===== src/rtl/viterbi_decoder_pkg.sv =====
// viterbi_decoder_pkg: shared sizes, FSM encoding and flat-bus helpers for the Viterbi decoder
package viterbi_decoder_pkg;
    localparam int N  = 8;
    localparam int I  = 3;
    localparam int K  = 3;
    localparam int W  = 16;
    localparam int SW = W + 5;

    typedef enum logic [1:0] {
        IDLE     = 2'd0,
        FORWARD  = 2'd1,
        BACKWARD = 2'd2,
        DONE     = 2'd3
    } state_t;

    function automatic int idx3(input int r, input int c);
        return r * 3 + c;
    endfunction

    // Symbol 3 has no table entry and maps to the most negative log-probability
    function automatic logic signed [W-1:0] emit(input logic [9*W-1:0] b, input int j, input logic [1:0] o);
        return (o == 2'd3) ? {1'b1, {(W-1){1'b0}}} : b[idx3(j, int'(o))*W +: W];
    endfunction

    function automatic logic [1:0] argmax3(input logic signed [SW-1:0] a, input logic signed [SW-1:0] b,
                                           input logic signed [SW-1:0] c);
        logic [1:0] m;
        logic signed [SW-1:0] v;
        m = 2'd0;
        v = a;
        if (b > v) begin
            m = 2'd1;
            v = b;
        end
        if (c > v) m = 2'd2;
        return m;
    endfunction
endpackage


===== src/rtl/viterbi_acs.sv =====
// viterbi_acs: add-compare-select for one destination state
module viterbi_acs
    import viterbi_decoder_pkg::*;
(
    input  logic signed [SW-1:0] d0,
    input  logic signed [SW-1:0] d1,
    input  logic signed [SW-1:0] d2,
    input  logic signed [W-1:0]  a0,
    input  logic signed [W-1:0]  a1,
    input  logic signed [W-1:0]  a2,
    input  logic signed [W-1:0]  b,
    output logic signed [SW-1:0] nd,
    output logic [1:0]           bp
);
    logic signed [SW-1:0] s0, s1, s2;
    always_comb begin
        s0 = d0 + SW'(a0);
        s1 = d1 + SW'(a1);
        s2 = d2 + SW'(a2);
        bp = argmax3(s0, s1, s2);
        nd = (bp == 2'd0 ? s0 : bp == 2'd1 ? s1 : s2) + SW'(b);
    end
endmodule


===== src/rtl/viterbi_decoder.sv =====
// viterbi_decoder: 3-state HMM max-sum forward recursion with backpointer backtrack
module viterbi_decoder
    import viterbi_decoder_pkg::*;
(
    input  logic             clk,
    input  logic             rst_n,
    input  logic             start,
    input  logic [2:0]       length,
    input  logic [1:0]       obs_in,
    input  logic             obs_valid,
    input  logic [9*W-1:0]   logA_flat,
    input  logic [3*W-1:0]   logC_flat,
    input  logic [9*W-1:0]   logB_flat,
    output logic [2*N-1:0]   path_flat,
    output logic             done
);
    state_t state;
    logic [2:0] len, t, back_t, len_in;
    logic [1:0] cur, prev;
    logic signed [SW-1:0] delta [3];
    logic signed [SW-1:0] fwd [3];
    logic signed [SW-1:0] init [3];
    logic signed [W-1:0]  em [3];
    logic signed [W-1:0]  cv [3];
    logic [1:0] bpn [3];
    logic [1:0] bp [N][3];

    assign len_in = (length == 3'd0) ? 3'd1 : length;
    assign prev   = bp[back_t][cur];

    for (genvar j = 0; j < 3; j++) begin : g_acs
        assign em[j]   = emit(logB_flat, j, obs_in);
        assign cv[j]   = logC_flat[j*W +: W];
        assign init[j] = SW'(cv[j]) + SW'(em[j]);
        viterbi_acs u_acs (
            .d0(delta[0]),
            .d1(delta[1]),
            .d2(delta[2]),
            .a0(logA_flat[idx3(0, j)*W +: W]),
            .a1(logA_flat[idx3(1, j)*W +: W]),
            .a2(logA_flat[idx3(2, j)*W +: W]),
            .b(em[j]),
            .nd(fwd[j]),
            .bp(bpn[j])
        );
    end

    always_ff @(posedge clk) begin
        if (rst_n && !start && state == FORWARD && obs_valid)
            for (int k = 0; k < 3; k++) bp[t + 3'd1][k] <= bpn[k];
    end

    always_ff @(posedge clk) begin
        if (!rst_n) begin
            state     <= IDLE;
            done      <= 1'b0;
            path_flat <= '0;
            back_t    <= '0;
            cur       <= '0;
            t         <= '0;
            len       <= 3'd1;
            for (int k = 0; k < 3; k++) delta[k] <= '0;
        end else if (start) begin
            delta     <= init;
            t         <= '0;
            path_flat <= '0;
            done      <= 1'b0;
            len       <= len_in;
            if (len_in == 3'd1) begin
                state  <= BACKWARD;
                back_t <= '0;
                cur    <= argmax3(init[0], init[1], init[2]);
            end else begin
                state  <= FORWARD;
            end
        end else if (state == FORWARD && obs_valid) begin
            delta <= fwd;
            t     <= t + 3'd1;
            if (t + 3'd1 == len - 3'd1) begin
                state  <= BACKWARD;
                back_t <= len - 3'd1;
                cur    <= argmax3(fwd[0], fwd[1], fwd[2]);
            end
        end else if (state == BACKWARD) begin
            path_flat[{back_t, 1'b0} +: 2] <= cur;
            if (back_t == 3'd0) begin
                state <= DONE;
                done  <= 1'b1;
            end else begin
                back_t <= back_t - 3'd1;
                cur    <= prev;
            end
        end
    end
endmodule


===== config.mk =====
export PLATFORM = sky130hd
export DESIGN_NAME = viterbi_decoder
export DESIGN_NICKNAME = d
export VERILOG_FILES = /design/src/rtl/viterbi_decoder_pkg.sv /design/src/rtl/viterbi_acs.sv /design/src/rtl/viterbi_decoder.sv
export SDC_FILE = /design/constraint.sdc
export NUM_CORES = 1
export LEC_CHECK = 0
export ABC_AREA = 1
export CAP_MARGIN = 20
export CORE_MARGIN = 2
export CORE_UTILIZATION = 40
export DETAILED_ROUTE_END_ITERATION = 7
export PLACE_DENSITY = 0.63
export SYNTH_ARGS = -nofsm -noshare
export SYNTH_HDL_FRONTEND = slang
export SYNTH_SLANG_ARGS = --single-unit

===== constraint.sdc =====
create_clock -name clk -period 26.5 [get_ports clk]
set_input_delay 3.975 -clock clk [delete_from_list [all_inputs] [get_ports clk]]
set_output_delay 3.975 -clock clk [all_outputs]
set_load 0.05 [all_outputs]

==> run metrics, run 1 <==
status finished clean; CP delay by family, top simple AND/OR/NAND/NOR gates; Design Area, Final 32,760 um2; critical path launch point type primary input; post_cts resized 0; Via density 5.682; post-CTS setup buffer count 0; Core Rows 96; Max-Cap Viols 0; Post-Syn Area 27,610 um2; initial antenna violation count 11; hold_sp path_flat[15]; most frequent CP cell nand2_1; share of the synthesized area in the top cell type 22.34%; # IOs 362; worst min path class reg2reg; core area 68,470 um2; Die W 266.7 um; Area Growth Syn to Fin 18.67%; WP data arrival 16.40 ns; Worst-Margin Slew 1.119 ns; hpwl dp 99.99 mm; maximum fanout along the worst path 44; starting density of the core 40.33%; RR Startpoint delta[27]; final setup vio count 0; vias in the first global route 28,204; DRC 0; clock latency on the worst-skew pair 0.44 ns; RSZ-0062 raised after global routing false; Setup crit start logA_flat[18]; Worst Setup Path Type in2reg; Final GP Congestion 1.037; CP required 26.82 ns; Max Clk Rate 62.19 MHz; crit share post-route 60.68%; clk_skew 0.01280 ns; die area 71,140 um2; share of cells above drive strength 1 5.328%; ys async rst share 0%; synthesized flop and latch total 144; Synth Net Count 5,056; Period minus WS final 16.08 ns; worst-path cell with the longest stage delay inv_2; DRT Wirelength 119.2 mm; gr usage total 32.72%; PortBufs 361; TritonCTS clock tree built; final hold violations 0; critical path endpoint category flip-flop; first-pass GRT wire length 173.5 mm; Final nets 5,382; Slew HR 24.64%; DR WL/cell 21.96 um; cts bufs inserted 17; critical path's largest stage delay 0.75 ns; dpl cell area 32,150 um2; Num Clock Sinks 144; sequential area share after synthesis 12.18%; Post-synth top cells 980 x nand2_1, 493 x ha_1, 410 x a21oi_1; Crit path buffers/inverters 6; clk slew on worst S/H paths 0.07 ns; hold buffers post-CTS 0; Root Driver clkbuf_16; Detailed Routing Iterations Pass 1 6; most frequent cell after synthesis nand2_1; setup TNS 0 ns; H-tree levels 4; drt initial violations 3,090; synthesized area per cell 6.569 um2; Yosys cell types 65; cell count after synthesis 4,203; Synth warnings 0; Post-synth EDFFs 48; Routed Antenna Nets 0; Overflow after GRT 0; Slew Viols, Final 0; area leader, netlist ha_1; pin count of the biggest net entering global routing 61; top cells by area, synth ha_1 22%, nand2_1 13%, a21oi_1 7.4%, dfxtp_1 7.0%, o21ai_0 6.3%; Die Span Y 266.7 um; Vias 30,847; main flop type after synthesis dfxtp_1; Max Root-Sink Buffers 2
==> per-layer routing <==
metal  routed length [um]  part of all wire [%]  vias up  GRT usage, %
met3                12510                    10      181         6.892
li1                     -                     -    15173             -
met5                   66                 0.055        -             0
met1                51370                    43    13991         44.27
met2                49180                    41     1492         49.35
met4                 6104                   5.1       10         15.52
==> registers in the layout (all words and copies together), names as in the netlist, named ones only <==
name,count
back_t,3
bp,48
cur,2
delta,63
done,1
len,3
path_flat,16
state,2
t,3
==> cells in the final DEF (no fill, tap or decap), types with 17 or more instances in the layout <==
cell type / count
a21o_1: 34
a21oi_1: 410
a31oi_1: 50
buf_4: 30
clkbuf_16: 17
clkdlybuf4s50_1: 360
dfxtp_1: 96
edfxtp_1: 48
ha_1: 493
inv_1: 397
nand2_1: 980
nand2_2: 58
nand3_1: 170
nand4_1: 52
nor2_1: 299
nor3_1: 54
nor4_1: 30
o211ai_1: 30
o21ai_0: 349
o21ai_1: 40
o21ai_2: 64
o21bai_1: 25
xnor2_1: 99
xor2_1: 166
==> final cells by class <==
| class | instances | area, um2 |
|---|---|---|
| Fill cell | 7140 | 35700 |
| Multi-Input combinational cell | 3557 | 22290 |
| Timing Repair Buffer | 392 | 3861 |
| Sequential cell | 144 | 3363 |
| Inverter | 417 | 1568 |
| Tap cell | 882 | 1104 |
| Clock buffer | 17 | 425.4 |
| Clock inverter | 15 | 145.1 |
| Antenna cell | 5 | 12.51 |
==> worst reg2reg max path, delay by kind of cell (launching register included) <==
| kind | cells | cell delay [ns] |
|---|---|---|
| buf+inv | 7 | 1.62 |
| compound gates | 17 | 2.55 |
| xor+xnor | 2 | 0.45 |
| fa+ha+maj | 6 | 2.21 |
| flops | 1 | 0.95 |
| simple gates | 43 | 5.23 |
==> through the flow <==
stage	cells	util [%]	hold WS, ns	setup slack (ns)
floorplan	4203	-	0.4488	13.26
global placement	5391	46.96	0.4565	10.56
detailed placement	5391	46.96	0.4616	10.26
CTS	5423	47.80	0.4788	10.68
global route	5424	47.84	0.4982	9.204
finish	5429	47.85	0.4712	10.42
==> cells by family after synthesis <==
logic type / Yosys count / share of synthesized area (%)
XOR/XNOR: 267 / 8.524
AND/OR/NAND/NOR: 1680 / 25.72
flip-flops: 144 / 12.18
AO/OA/AOI/OAI: 1102 / 22.99
buffers and inverters: 502 / 7.147
adder cells (fa/ha/maj): 508 / 23.43
==> worst paths after layout <==
check	end	slack (ns)	cells past startpoint
min	path_flat[15]	0.47	2
min reg2reg	path_flat[15]	0.47	2
max	cur[0]	10.42	73
max reg2reg	cur[0]	13.35	75
Power of run 1 is left out: the tool's default activity adds up to more than one toggle a clock period on the data nets, which glitch-free logic cannot reach.
==> run 2: changes to the inputs <==
PLACE_DENSITY = 0.65   (was 0.63)
clock period = 12.9 ns   (was 26.5 ns; I/O delays follow)
==> run metrics, run 2 (synthesized netlist as in run 1, its figures left out) <==
status finished clean; hold_sp done; critical path endpoint category flip-flop; gr usage total 33.03% (+0.31 points); Period minus WS final 12.36 ns; worst-case reg-to-reg path depth 74 (-1.3%); vias in the first global route 28,326 (+0.43%); Slew HR 16.83% (-7.8 points); clk_skew 0.01196 ns (-0.0008386 ns); Via density 5.676 (-0.10%); Max Clk Rate 80.93 MHz; DRC 0 (unchanged); Design Area, Final 34,000 um2 (+3.8%); Worst-Margin Slew 1.235 ns (+0.1160 ns); maximum fanout along the worst path 12 (-73%); Reg with most FFs delta; Final GP Congestion 1.019 (-1.7%); dpl cell area 32,670 um2 (+1.6%); H-tree levels 4 (unchanged); share of cells above drive strength 1 8.582% (+3.3 points); critical path's largest stage delay 0.52 ns (-0.23 ns); reg2reg end cur[0]; Area Growth Syn to Fin 23.13%; Routed Antenna Nets 0 (unchanged); Final nets 5,466 (+1.6%); fin util 49.65% (+1.8 points); core area 68,470 um2 (unchanged); first-pass GRT wire length 174.4 mm (+0.54%); WP data arrival 12.72 ns (-3.68 ns); Slew Viols, Final 0 (unchanged); Core Rows 96 (unchanged); Root Driver clkbuf_16; final hold violations 0 (unchanged); pin count of the biggest net entering global routing 61 (unchanged); reg-to-reg slack, setup 1.62 ns (-11.73 ns); PortBufs 361 (unchanged); critical path launch point type primary input; Worst Setup Path Type in2reg; register area 3363 um2 (unchanged); DRT Wirelength 122.1 mm (+2.4%); RR Startpoint delta[25]; hpwl dp 102.5 mm (+2.5%); Die W 266.7 um (unchanged); TritonCTS clock tree built; CP required 13.26 ns (-13.56 ns); final setup vio count 0 (unchanged); worst-path cell with the longest stage delay clkdlybuf4s50_1; WHS 0.4851 ns (+0.01390 ns); cts bufs inserted 17 (unchanged); Max-Cap Viols 0 (unchanged); cell count of the worst hold path 1 (-1); Overflow after GRT 0 (unchanged); Hold Path End done; most frequent cells in the layout 976 x nand2_1, 484 x ha_1, 400 x a21oi_1; worst min path class reg2reg; most common cell after layout, fill and taps aside nand2_1; crit share post-route 95.79%; Num Clock Sinks 144 (unchanged); multi-input logic area 22,730 um2 (+2.0%); Max Root-Sink Buffers 2 (unchanged); drt initial violations 3,247 (+5.1%); clk slew on worst S/H paths 0.07 ns (about the same); DR WL/cell 22.14 um (+0.83%); largest registers delta (63), bp (48), path_flat (16); clock latency on the worst-skew pair 0.44 ns (about the same); Die Span Y 266.7 um (unchanged); starting density of the core 40.33% (unchanged); Detailed Routing Iterations Pass 1 6 (unchanged); initial antenna violation count 7 (-4); Vias 31,287 (+1.4%); # IOs 362 (unchanged); setup TNS 0 ns (unchanged); die area 71,140 um2 (unchanged); most frequent CP cell nand2_1; Largest register FFs 63 (unchanged); Filler cells 7,063 (-1.1%)
==> run 2: worst max path at each step <==
stage	from	end	slack, ns
floorplan	logA_flat[70]	cur[0]	1.70
global placement	logA_flat[48]	cur[0]	0.18
detailed placement	logA_flat[48]	cur[0]	0.08
CTS	logA_flat[66]	cur[0]	0.49
global route	logA_flat[54]	cur[0]	-0.20
finish	logA_flat[48]	cur[0]	0.54
==> run 2: per-layer routing <==
metal,global-route usage (%),wire length (um)
met2,50.12,50890
met5,0,39
met1,45.03,53150
met4,14.03,5933
met3,6.975,12040
==> run 2: final cells by class <==
cell class / instances / share of cell area (%)
Clock buffer: 17 / 1.251
Multi-Input combinational cell: 3558 / 66.86
Sequential cell: 144 / 9.893
Antenna cell: 4 / 0.02944
Inverter: 417 / 4.660
Clock inverter: 15 / 0.5558
Timing Repair inverter: 1 / 0.01472
Tap cell: 882 / 3.246
Timing Repair Buffer: 474 / 13.49
==> run 2: stage by stage <==
stage | setup WS [ns] | cells
finish | 0.5433 | 5512
global route | -0.1967 | 5508
global placement | 0.1762 | 5448
CTS | 0.4887 | 5480
detailed placement | 0.08467 | 5448
floorplan | 1.701 | 4203
==> run 2: timing repair <==
| action | CTS | global route |
|---|---|---|
| hold buffers | 0 | 0 |
| endpoints found under the setup margin | 0 | 2 |
| setup buffers | 0 | 21 |
| gates resized for setup | 0 | 92 |
| endpoints found under the hold margin | 0 | 0 |
==> run 2: worst max-delay path, delay by kind of cell <==
kind	cells	cell delay [ns]
compound gates	17	2.20
xor+xnor	4	1.02
fa+ha+maj	8	2.40
buf+inv	11	1.58
simple gates	41	3.55
Power of run 2 is left out for the same reason.
